**src/rtl/fft_mem_arbiter.sv**
```systemverilog
// fft_mem_arbiter: shares one port of the spectrum analyser's sample BRAM between
// N_REQ requesters (FFT datapath, grapher readout, loader/debug). Round-robin or
// fixed-priority grant, locked bursts with a starvation bound, 1-cycle read valid.
module fft_mem_arbiter #(
    parameter int N_REQ      = 3,
    parameter int ADDR_W     = 9,
    parameter int DATA_W     = 16,
    parameter int FIXED_PRIO = 0,
    parameter int MAX_HOLD   = 64
) (
    input  logic                      clk,
    input  logic                      i_rst_n,
    input  logic [N_REQ-1:0]          i_req,
    input  logic [N_REQ-1:0]          i_lock,
    input  logic [N_REQ-1:0]          i_we,
    input  logic [N_REQ*ADDR_W-1:0]   i_addr,
    input  logic [N_REQ*DATA_W-1:0]   i_wdata,
    output logic [N_REQ-1:0]          o_gnt,
    output logic [ADDR_W-1:0]         o_bram_addr,
    output logic [DATA_W-1:0]         o_bram_wdata,
    output logic                      o_bram_we,
    output logic [N_REQ-1:0]          o_rvalid,
    output logic                      o_busy
);
    localparam int IDX_W  = $clog2(N_REQ);
    localparam int CW     = IDX_W + 1;
    localparam int HOLD_W = $clog2(MAX_HOLD + 1);

    typedef enum logic {IDLE, LOCKED} state_t;

    state_t             state;
    logic [IDX_W-1:0]   owner;
    logic [IDX_W-1:0]   rr_ptr;
    logic [HOLD_W-1:0]  hold_cnt;
    logic [ADDR_W-1:0]  addr_q;
    logic [DATA_W-1:0]  wdata_q;

    logic [N_REQ-1:0]   others_req;
    logic [N_REQ-1:0]   arb_req;
    logic               owner_keep;
    logic               starve;
    logic               win_vld;
    logic               win_lock;
    logic [IDX_W-1:0]   win_idx;
    logic               gnt_vld;
    logic [IDX_W-1:0]   gnt_idx;

    // Lock owner bookkeeping: does the owner keep the port, or has a waiter hit the hold bound
    always_comb begin
        others_req = i_req;
        owner_keep = 1'b0;
        for (int i = 0; i < N_REQ; i++) begin
            if (state == LOCKED && owner == IDX_W'(i)) begin
                others_req[i] = 1'b0;
                owner_keep    = i_req[i] & i_lock[i];
            end
        end
        starve  = owner_keep && (hold_cnt >= HOLD_W'(MAX_HOLD)) && (|others_req);
        // A starved owner sits out this cycle; everyone else arbitrates normally
        arb_req = starve ? others_req : i_req;
    end

    // First requesting index scanning upward from the rr pointer (or from 0 in fixed mode)
    always_comb begin
        logic [CW-1:0] cand;
        cand     = '0;
        win_vld  = 1'b0;
        win_idx  = '0;
        win_lock = 1'b0;
        for (int i = 0; i < N_REQ; i++) begin
            cand = (FIXED_PRIO != 0) ? CW'(i) : CW'(rr_ptr) + CW'(i);
            if (cand >= CW'(N_REQ))
                cand = cand - CW'(N_REQ);
            for (int j = 0; j < N_REQ; j++) begin
                if (!win_vld && cand == CW'(j) && arb_req[j]) begin
                    win_vld  = 1'b1;
                    win_idx  = IDX_W'(j);
                    win_lock = i_lock[j];
                end
            end
        end
    end

    // Final grant: a kept lock overrides arbitration
    always_comb begin
        gnt_vld = win_vld;
        gnt_idx = win_idx;
        if (owner_keep && !starve) begin
            gnt_vld = 1'b1;
            gnt_idx = owner;
        end
    end

    // BRAM port mux; grant and write enable are gated by reset so they drop without a clock
    always_comb begin
        o_gnt        = '0;
        o_bram_we    = 1'b0;
        o_bram_addr  = addr_q;
        o_bram_wdata = wdata_q;
        for (int i = 0; i < N_REQ; i++) begin
            if (i_rst_n && gnt_vld && gnt_idx == IDX_W'(i)) begin
                o_gnt[i]     = 1'b1;
                o_bram_we    = i_we[i];
                o_bram_addr  = i_addr[i*ADDR_W +: ADDR_W];
                o_bram_wdata = i_wdata[i*DATA_W +: DATA_W];
            end
        end
    end

    assign o_busy = (state == LOCKED);

    // Lock FSM, rr pointer, hold counter, held BRAM address/data and read-valid pipeline
    always_ff @(posedge clk or negedge i_rst_n) begin
        if (!i_rst_n) begin
            state    <= IDLE;
            owner    <= '0;
            rr_ptr   <= '0;
            hold_cnt <= '0;
            addr_q   <= '0;
            wdata_q  <= '0;
            o_rvalid <= '0;
        end else begin
            o_rvalid <= o_gnt & ~i_we;
            if (gnt_vld) begin
                rr_ptr  <= (gnt_idx == IDX_W'(N_REQ - 1)) ? '0 : gnt_idx + 1'b1;
                addr_q  <= o_bram_addr;
                wdata_q <= o_bram_wdata;
            end
            if (owner_keep && !starve) begin
                if (|others_req)
                    hold_cnt <= hold_cnt + 1'b1;
            end else if (win_vld && win_lock) begin
                state    <= LOCKED;
                owner    <= win_idx;
                hold_cnt <= HOLD_W'(1);
            end else begin
                state    <= IDLE;
                hold_cnt <= '0;
            end
        end
    end
endmodule
```
**config.mk**
```make
export PLATFORM = sky130hd
export DESIGN_NAME = fft_mem_arbiter
export DESIGN_NICKNAME = d
export VERILOG_FILES = /design/src/rtl/fft_mem_arbiter.sv
export SDC_FILE = /design/constraint.sdc
export NUM_CORES = 1
export LEC_CHECK = 0
export ABC_AREA = 0
export BUFFER_PORTS_ARGS = -buffer_cell sky130_fd_sc_hd__buf_2
export CELL_PAD_IN_SITES_DETAIL_PLACEMENT = 1
export CELL_PAD_IN_SITES_GLOBAL_PLACEMENT = 2
export CORE_MARGIN = 2
export CORE_UTILIZATION = 32
export CTS_CLUSTER_SIZE = 24
export DETAILED_ROUTE_END_ITERATION = 10
export HOLD_SLACK_MARGIN = 0.03
export PLACE_DENSITY = 0.92
export SYNTH_ARGS = -nofsm -noshare
export SYNTH_HDL_FRONTEND = slang
export SYNTH_SLANG_ARGS = --single-unit
export TNS_END_PERCENT = 20
```
**constraint.sdc**
```tcl
create_clock -name clk -period 4.65 [get_ports clk]
set_input_delay 0.93 -clock clk [delete_from_list [all_inputs] [get_ports clk]]
set_output_delay 0.93 -clock clk [all_outputs]
set_load 0.1 [all_outputs]
```
## Word-level counts from Yosys, hierarchy flattened

Index checks and enable logic that the tools add are counted.

- Bits in registers: 40
- Logic and storage cells: 134
- Output and inout bits: 33

- Multiplexer cells: 55
- Eq/ne operators: 11
- Reductions and logical operators: 44
- $lt $le $gt $ge: 4
- Bitwise operators: 6
- Add/sub/neg operators: 7

Operators by type and width:

| kind | number |
|---|---|
| two-way mux 16 bit | 3 |
| two-way mux 1 bit | 34 |
| logical AND 1 bit | 28 |
| two-way mux 9 bit | 3 |
| two-way mux 2 bit | 9 |
| two-way mux 7 bit | 2 |
| two-way mux 3 bit | 4 |
| equality test 3 x 1 -> 1 bit (second input constant) | 3 |
| equality test 3 x 2 -> 1 bit (second input constant) | 3 |
| zero test 1 bit | 9 |
| zero test 3 bit | 3 |
| adder 7 x 1 -> 7 bit (second input constant) | 1 |
| greater-or-equal comparator 7 bit (second input constant) | 1 |
| greater-or-equal comparator 3 x 2 -> 1 bit (second input constant) | 2 |
| subtractor 3 x 2 -> 3 bit (second input constant) | 2 |
| equality test 2 x 1 -> 1 bit (second input constant) | 2 |
| equality test 2 bit (second input constant) | 2 |
| zero test 2 bit | 2 |
| adder 2 x 1 -> 3 bit (second input constant) | 1 |
| adder 2 x 2 -> 3 bit (second input constant) | 1 |
| AND 1 bit | 3 |
| AND 3 bit | 1 |
| inverter 3 bit | 1 |
| OR reduction 3 bit | 1 |
| 6 further kinds | 6 |

## Longest topological paths before layout

- Word-level depth: 48
- Mapped depth: 11
- Gate-level depth less buffers: 9

## Worst setup path after synthesis

OpenSTA, ideal clock, no wires.

- Path type: register -> output
- Start point: register state (netlist: o_busy)
- End point: output o_bram_we
- Required time: 3,720 ps
- Slack: -490 ps
- Stages on the path, launching flop included: 9
- Data arrival time: 4,210 ps
- Cell sequence: dfrtp_1 > nand2_1 > o41ai_4 > nand4_1 > a31oi_2 > mux2i_4 > nand3_4 > buf_6 > a2bb2oi_1

- Word-level cells in the longest chain between the ends: 47
- Elaborated cells on any way between the ends: 69

RTL lines:

| what | line | text |
|---|---|---|
| start: declaration | 31 | `state_t state;` |
| start signal: assignment | 115 | `state <= IDLE;` |
| start signal: assignment | 133 | `state <= LOCKED;` |
| start signal: assignment | 137 | `state <= IDLE;` |
| logical AND 1 bit | 53 | `if (state == LOCKED && owner == IDX_W'(i)) begin` |
| two-way mux 1 bit (3 in series) | 53 |  |
| logical AND 1 bit (2 in series) | 58 | `starve = owner_keep && (hold_cnt >= HOLD_W'(MAX_HOLD)) && (\|others_req);` |
| two-way mux 3 bit | 60 | `arb_req = starve ? others_req : i_req;` |
| logical AND 1 bit | 75 | `if (!win_vld && cand == CW'(j) && arb_req[j]) begin` |
| two-way mux 1 bit | 75 |  |
| zero test 1 bit | 75 |  |
| logical AND 1 bit (2 in series) | 75 |  |
| [25 not listed] | n/a |  |
| zero test 1 bit | 75 |  |
| logical AND 1 bit (2 in series) | 75 |  |
| two-way mux 2 bit / two-way mux 1 bit (equally long branches) | 75 |  |
| two-way mux 2 bit / two-way mux 1 bit (equally long branches) | 88 | `if (owner_keep && !starve) begin` |
| zero test 2 bit / logical AND 1 bit (equally long branches) | 101 | `if (i_rst_n && gnt_vld && gnt_idx == IDX_W'(i)) begin` |
| logical AND 1 bit | 101 |  |
| two-way mux 1 bit (2 in series) | 101 |  |
| two-way mux 1 bit * | 101 |  |
| end: declaration | 21 | `output logic o_bram_we,` |

Mark *: on every way between the ends. The rest lies on a longest branch, timed or not.

## Worst setup path after layout

- Start point: input i_lock[0]
- End point: output o_bram_addr[7]

- Word-level cells in the longest chain between the ends: 47
- Elaborated cells on any way between the ends: 63

RTL lines:

| what | line | text |
|---|---|---|
| start: declaration | 14 | `input logic [N_REQ-1:0] i_lock,` |
| AND 1 bit * | 55 | `owner_keep = i_req[i] & i_lock[i];` |
| two-way mux 1 bit * (3 in series) | 53 |  |
| logical AND 1 bit (2 in series) | 58 |  |
| two-way mux 3 bit | 60 |  |
| logical AND 1 bit | 75 |  |
| two-way mux 1 bit | 75 |  |
| zero test 1 bit | 75 |  |
| logical AND 1 bit (2 in series) | 75 |  |
| [25 not listed] | n/a |  |
| zero test 1 bit | 75 |  |
| logical AND 1 bit (2 in series) | 75 |  |
| two-way mux 2 bit / two-way mux 1 bit (equally long branches) | 75 |  |
| two-way mux 2 bit / two-way mux 1 bit (equally long branches) | 88 |  |
| zero test 2 bit / logical AND 1 bit (equally long branches) | 101 |  |
| logical AND 1 bit | 101 |  |
| two-way mux 9 bit (2 in series) | 101 |  |
| two-way mux 9 bit * | 101 |  |
| end: declaration | 19 | `output logic [ADDR_W-1:0] o_bram_addr,` |

Marked as above.

==> out/results.tsv <==
metric	value	unit
final_common_cell	buf_2	
rsz0062_at_grt	no	
final_max_slew_viol_count	0	
via_count	2801	
clock_skew	7.71	ps
ys_types	60	
h-tree-depth	2	
die-area	9920	um2
r2r_slack	1790	ps
worstHoldPathCells	2	
drt_pass1_iterations	4	
endpoint_kind	primary output	
track_usage	18.3	%
port_buffers	118	
reg2reg_from	owner[1]	
rr_endpoint	addr_q[2]	
max_freq	226	MHz
synth-xor-area-share	1.50	%
grt_pass1_vias	3097	
postSynthAreaPerCell	11.5	um2
hold_path_class	reg -> reg	
setup_tns	0	ps
nFillCells	965	
path_max_fanout	51	
wl_met1	3700	um
cp.arrival	3500	ps
fin_crit	4430	ps
ys_seq_area_share	34.2	%
synthAdderAreaFrac	2.14	%
grt_pass1_wl	14800	um
fin_crit_sh	95.2	%
globalplace.congestion	0.845	
yosysTopAreaCell	dfrtp_1	
grt_max_degree	54	
top_layer_used	met4	
std_cell_rows	34	
ant_nets	0	
clk_latency	290	ps
dp_hpwl	6600	um
met3_length	691	um
worst_slew_pin_slew	609	ps
totalWireLength	8960	um
drcViolationCount	0	
first_iter_violations	62	
cts_root_buf	clkbuf_8	
cts_resized	0	
synthMuxAreaShare	2.74	%
crit_top_cell	buf_2	
hold_viol_final	0	
finalNetCount	457	
cts_buffer_depth	2	
cp.depth	10	
holdCritStartpoint	hold_cnt[5]	
async_flop_share	100	%
cts-hold-fix-buffers	0	
wl_met2	4490	um
initial_core_util	33.2	%
synth-seq-cells	40	
ys_warn_count	0	
rr_worst_depth	8	
max_cap_violations	0	
core_area	8810	um2
layout-drive-gt1-share	48.0	%
path_clk_slew	80	ps
slew_headroom	59.3	%
post_cts_buffers	0	
slowest_delay	560	ps
synth-simple-area-share	9.71	%
die_h	99.6	um
vias_per_cell	5.88	
startpoint	i_lock[0]	
synthTopCellsByArea	dfrtp_1, o221a_1, o32a_2	
crit_slowest_cell	o41ai_4	
synth_edf_count	0	
syn_inst	255	
path_buf_inv	4	
synth_nets	346	
crit_path_end	o_bram_addr[7]	
status	finished, final reports clean	
cts_inserted_buffers	5	
numClockSinks	40	
crit_type	in -> out	
antenna_found_initial	0	
synth_top_family_by_area	compound AO/OA/AOI/OAI gates	
crit_family	compound AO/OA/AOI/OAI gates	
netlist_area	2930	um2
final_cell_mix	buf_2, o221a_1, dfrtp_1, o32a_2, nor2_1	
fin_util	41.9	%
dieWidth	99.6	um
finalSetupViolations	0	
cts_tree	yes	
setup.worst_path.start_class	primary input	
synth.top_cell.area_share	34.2	%
wl_per_cell	18.8	um
pin_count	119	
crit_chain	buf_2 -> nand2b_4 -> o41ai_4 -> inv_1 -> a211oi_2 -> a21oi_2 -> o2111ai_4 -> buf_12 -> o221a_1 -> buf_2	
synth_flop_cell	dfrtp_1	
required	3720	ps
synth_compound_area_share	40.2	%
syn_to_final_growth	26.0	%
globalRouteOverflowTotal	0	
[sequential cells by signal, summed over array words and instances, names as in the netlist]
signal,cells
hold_cnt,7
o_busy,1
addr_q,9
rr_ptr,2
wdata_q,16
owner,2
o_rvalid,3
[routing by layer]
layer / up-vias / global-route usage [%]
met1: 1404 / 21.7
met3: 8 / 5.76
li1: 1288 / -
met2: 101 / 32.2
met5: - / 0
met4: 0 / 4.43
[final cells by class]
class / instances / area, um2 / area share, %
repair buffers: 127 / 728 / 19.7
diodes: 1 / 2.50 / 0.0679
inverters: 12 / 47.5 / 1.29
clock inverters: 2 / 38.8 / 1.05
flip-flops and latches: 40 / 1000 / 27.1
clock buffers: 6 / 82.6 / 2.24
multi-input cells: 180 / 1650 / 44.8
well taps: 108 / 135 / 3.66
[worst reg2reg max path: cells and delay by family (launching register included)]
family	cells	cell delay (ps)
mux	1	150
compound gates	4	1360
buf+inv	1	280
flops	1	520
simple gates	2	440
[logic make-up after synthesis]
family / count (synthesis)
AO/OA/AOI/OAI: 114
adder cells (fa/ha/maj): 5
multiplexers: 6
buffers and inverters: 35
AND/OR/NAND/NOR: 50
XOR/XNOR: 5
flip-flops: 40
[worst min path at each step]
stage,endpoint,slack (ps)
5_1_grt,hold_cnt[2],590
4_1_cts,hold_cnt[5],560
6_report,hold_cnt[5],550
3_3_place_gp,hold_cnt[5],520
3_5_place_dp,hold_cnt[5],540
2_1_floorplan,hold_cnt[1],500
[through the flow]
| step | hold slack, ps | instances | area [um2] | setup slack, ps |
|---|---|---|---|---|
| floorplan | 505 | 255 | 2930 | -75.3 |
| global placement | 524 | 467 | 3560 | 264 |
| detailed placement | 536 | 467 | 3560 | 242 |
| CTS | 559 | 475 | 3680 | 238 |
| global route | 590 | 475 | 3680 | 67.8 |
| finish | 550 | 476 | 3690 | 222 |
[Yosys cell counts (all sizes together) (3+ instances only)]
master and n:
a21oi 6, a31oi 5, buf 18, clkbuf 3, dfrtp 40, ha 5
inv 12, mux2 3, mux2i 3, nand2 9, nand3 3, nand4 3
nor2 17, nor3 6, o21ai 11, o221a 50, o32a 25, xor2 3
Power is left out: the tool's default activity adds up to more than one toggle a clock period on the data nets, which glitch-free logic cannot reach.
